$ cat src/rtl/avm_read_timeout.sv
// Per-read stall timer. Counts cycles with waitrequest held high during a read;
// expired fires combinationally on the stall cycle that would reach the limit
// so the FSM can leave the read state on that same edge.
module avm_read_timeout #(
  parameter int TIMEOUT_CYCLES = 1024
) (
  input  logic clock,
  input  logic reset_n,
  input  logic clear,
  input  logic enable,
  output logic expired
);

  localparam int CW = $clog2(TIMEOUT_CYCLES + 1);

  logic [CW-1:0] cnt_q;
  logic [CW-1:0] cnt_d;

  // Expiry is the stall cycle that completes the allowed budget.
  always_comb begin
    expired = enable && (cnt_q == CW'(TIMEOUT_CYCLES - 1));
  end

  // Clear has priority so a new read always starts from a full budget.
  always_comb begin
    cnt_d = cnt_q;
    if (clear) begin
      cnt_d = '0;
    end else if (enable && !expired) begin
      cnt_d = cnt_q + CW'(1);
    end
  end

  // Stall counter register.
  always_ff @(posedge clock or negedge reset_n) begin
    if (!reset_n) begin
      cnt_q <= '0;
    end else begin
      cnt_q <= cnt_d;
    end
  end

endmodule

$ cat config.mk
export PLATFORM = sky130hd
export DESIGN_NAME = avm_read_timeout
export DESIGN_NICKNAME = d
export VERILOG_FILES = /design/src/rtl/avm_read_timeout.sv
export SDC_FILE = /design/constraint.sdc
export NUM_CORES = 1
export LEC_CHECK = 0
export CAP_MARGIN = 0
export CORE_MARGIN = 1.5
export CORE_UTILIZATION = 55
export DETAILED_ROUTE_END_ITERATION = 8
export DONT_BUFFER_PORTS = 1
export GPL_TIMING_DRIVEN = 0
export HOLD_SLACK_MARGIN = 0.1
export PLACE_DENSITY = 0.7
export SLEW_MARGIN = 20
export SYNTH_ARGS = -nofsm -noshare
export SYNTH_HDL_FRONTEND = slang
export SYNTH_SLANG_ARGS = --single-unit
export TNS_END_PERCENT = 30
$ cat constraint.sdc
create_clock -name clock -period 4 [get_ports clock]
set_clock_uncertainty 0.15 [all_clocks]
set_input_delay 0.8 -clock clock [delete_from_list [all_inputs] [get_ports clock]]
set_output_delay 0.8 -clock clock [all_outputs]
set_load 0.005 [all_outputs]
==> results of run 1 <==
==> routing by layer <==
metal	vias up	wire [microns]	global-route usage, %
li1	307	-	-
met1	291	790	31.6
met2	8	640	36.1
met3	4	36	3.41
met4	0	29	12.9
met5	-	0	0
==> worst register-to-register path, stage by stage, from the launching register on <==
cell and delay (ns):
dfrtp_1 0.43, ha_1 0.31, and3b_1 0.22, a211oi_2 0.23, mux2_1 0.34
==> cells in the mapped netlist <==
master and n:
a311oi_1 2, a21oi_1 2, a2111oi_0 1, nor2_1 3, mux2_1 1, a31oi_1 2, or2_2 1, ha_1 1
nand3_2 1, o221ai_1 1, a41oi_1 1, buf_2 3, nand3b_1 1, nand4b_1 1, nand3_4 1, nand4_2 1
and3_1 2, and3b_1 1, mux2_4 1, nor4_1 1, nand2_1 2, nor3b_1 3, nor3_1 2, mux2_2 1
dfrtp_1 11, o21bai_1 1, o311ai_0 2, nand3_1 2, a211oi_1 3, a211oi_2 2, and4_1 1, buf_6 1
o311ai_1 2, inv_1 2, nand2b_1 3, nand4_1 3, nor2b_1 4
==> cells in the final DEF, fill, tap and decap left out, types with 2 or more instances in the layout <==
cell	instances
a211oi_1	3
a211oi_2	2
a21oi_1	2
a311oi_1	2
a31oi_1	2
and3_1	2
buf_2	3
clkbuf_4	3
dfrtp_1	11
inv_1	2
nand2_1	2
nand2b_1	3
nand3_1	2
nand4_1	3
nor2_1	3
nor2b_1	4
nor3_1	2
nor3b_1	3
o311ai_0	2
o311ai_1	2
==> timing repair <==
item / 4_1_cts / 5_1_grt
hold endpoints to repair: 11 / 0
hold buffers: 1 / 0
gates resized for setup: 0 / 0
setup buffers: 0 / 0
==> cells by family after synthesis <==
family                   synth area share (%)
AND/OR/NAND/NOR                          30.2
multiplexers                             5.08
buffers and inverters                    4.58
adder cells (fa/ha/maj)                  1.69
AO/OA/AOI/OAI                            21.2
flip-flops                               37.3
==> layout make-up <==
class | instances | area (sq um)
inverters | 2 | 7.51
well taps | 15 | 18.8
clock buffers | 4 | 26.3
multi-input cells | 56 | 429
plain buffers | 4 | 26.3
repair buffers | 1 | 10.0
fillers | 117 | 475
flip-flops and latches | 11 | 275
==> final timing paths <==
kind | start | endpoint | slack, ns | cells past startpoint
max in group asynchronous | reset_n | cnt_q[8]$_DFFE_PN0P_ | 2.56 | 1
hold / removal | cnt_q[4]$_DFFE_PN0P_ | cnt_q[4]$_DFFE_PN0P_ | 0.49 | 2
setup / recovery | cnt_q[0]$_DFFE_PN0P_ | expired | 1.52 | 3
setup reg to reg | cnt_q[0]$_DFFE_PN0P_ | cnt_q[7]$_DFFE_PN0P_ | 2.21 | 4
min in group asynchronous | reset_n | cnt_q[0]$_DFFE_PN0P_ | 0.79 | 1
hold reg to reg | cnt_q[4]$_DFFE_PN0P_ | cnt_q[4]$_DFFE_PN0P_ | 0.49 | 2
==> metrics by stage <==
step / area [sq um] / hold WS [ns] / worst slack (ns) / utilization, %
after floorplan: 738 / 0.354 / 1.68 / -
after global routing: 793 / 0.502 / 1.42 / 62.5
after CTS: 793 / 0.484 / 1.51 / 62.5
after global placement: 757 / 0.355 / 1.58 / 59.7
after detailed placement: 757 / 0.355 / 1.58 / 59.7
final: 793 / 0.486 / 1.52 / 62.5
==> power by group <==
part	switching, mW	internal [mW]
Combinational	0.0161	0.0138
Sequential	0.00703	0.116
Clock	0.0384	0.0386
Total	0.0616	0.169
==> summary.md, run 1 <==
| Metric | Value |
|---|---|
| Status | completed |
| Overall power | 0.230 mW |
| Netlist Area Pre-Place | 738 sq um |
| RSZ-0062 raised after global routing | no |
| CTS Buf Count | 3 |
| Drt first pass iters | 4 |
| Syn. warnings | 0 |
| MaxCap Viol Count | 0 |
| Via density | 6.56 |
| CP Data Arrival Time | 1.53 ns |
| Total GRT Usage | 23.7% |
| Antenna cells | 0 |
| Worst VDD drop | 0.178 mV |
| Slew headroom | 65.3% |
| Number of DRC markers in iteration 0 | 17 |
| FP Rows | 13 |
| Power per cell area | 290 nW/um^2 |
| Vias in the first global route | 544 |
| CP delay by family, top | simple AND/OR/NAND/NOR gates |
| CP Class | flip-flop to output pin |
| PortBufs | 0 |
| Area leader, netlist | dfrtp_1 |
| Syn_area_per_cell | 10.1 sq um |
| Antenna Nets Post-Route | 0 |
| Pins Over Slew Limit | 0 |
| DR vias | 610 |
| Core area | 1270 sq um |
| Cell Chain, Critical Path | ha_1 > nand3_1 > nor4_1 |
| Seq/Total Area, Yosys | 37.3% |
| Setup Viol. Count Final | 0 |
| Routed len/inst | 16.1 microns |
| Setup TNS | 0 ns |
| Fmax achieved | 403 MHz |
| Syn Nets | 78 |
| Remaining global-route overflow | 0 |
| Total clock sinks | 11 |
| Clock root buffer | clkbuf_4 |
| Slowest-stage cell, CP | dfrtp_1 |
| Post-synthesis register bit count | 11 |
| Final WL | 1500 microns |
| Worst-Skew Late Latency | 0.27 ns |
| Largest regs | cnt_q (11) |
| Synth Instances | 73 |
| Die width | 39.6 microns |
| Worst min path class | flip-flop to flip-flop |
| Final worst path period share | 62.0% |
| Top cells by area, synth | dfrtp_1, a211oi_2, nor2b_1, a211oi_1, nor3b_1 |
| Unique masters post-synth | 37 |
| Final Hold Vio Count | 0 |
| Max incr delay on CP | 0.42 ns |
| Worst Path Max Fanout | 8 |
| Required time worst endpoint | 3.05 ns |
| Residual DRC count | 0 |
| Dpl hpwl | 1070 microns |
| Io pins | 5 |
| RePlAce Congestion | 0.716 |
| Worst-margin pin slew | 0.519 ns |
| Largest net degree at the start of global routing | 12 |
| Dpl cells | 88 |
| Final-stage net count | 84 |
| Layout cells sized above 1 | 19.2% |
| CP Capture Type | output pin |
| Top cell type's share of synthesized area | 37.3% |
| Die Y-Extent | 39.6 microns |
| Global-route wire length before repair | 2420 microns |
| Clock transition at path regs | 0.08 ns |
| H-tree depth | 1 |
| Max reg flops | 11 |
| Layout area overhead | 7.46% |
| CP bufs+invs | 0 |
| Fin cells | 93 |
| Die area | 1570 sq um |
| CTS tree | yes |
| Clock buffer depth | 2 |
| Top reg by flops | cnt_q |
| Initial antenna violation count | 0 |
| Pleak | 0.287 nW |
| Tmin final | 2.48 ns |
| Initial core utilization | 58.2% |
| Worst Setup Start Kind | flip-flop |
No activity file was read; power rests on OpenSTA's default activity.
==> run 2: changes to the inputs <==
==> constraint.sdc (replaced) <==
create_clock -name clock -period 2.5 [get_ports clock]
set_clock_uncertainty 0.15 [all_clocks]
set_input_delay 0.5 -clock clock [delete_from_list [all_inputs] [get_ports clock]]
set_output_delay 0.5 -clock clock [all_outputs]
set_load 0.005 [all_outputs]
==> results of run 2 <==
Same layout as run 1 (identical final DEF). Status: completed.
Among the figures that moved: setup slack after placement 1.58 ns -> 0.610 ns; setup slack after layout 1.52 ns -> 0.321 ns; hold slack 0.486 ns -> 0.359 ns; register-to-register setup slack 2.21 ns -> 0.71 ns; end point of the worst hold path cnt_q[4]$_DFFE_PN0P_ -> cnt_q[1]$_DFFE_PN0P_; total power 0.230 mW -> 0.368 mW; worst IR drop on VDD 0.178 mV -> 0.285 mV
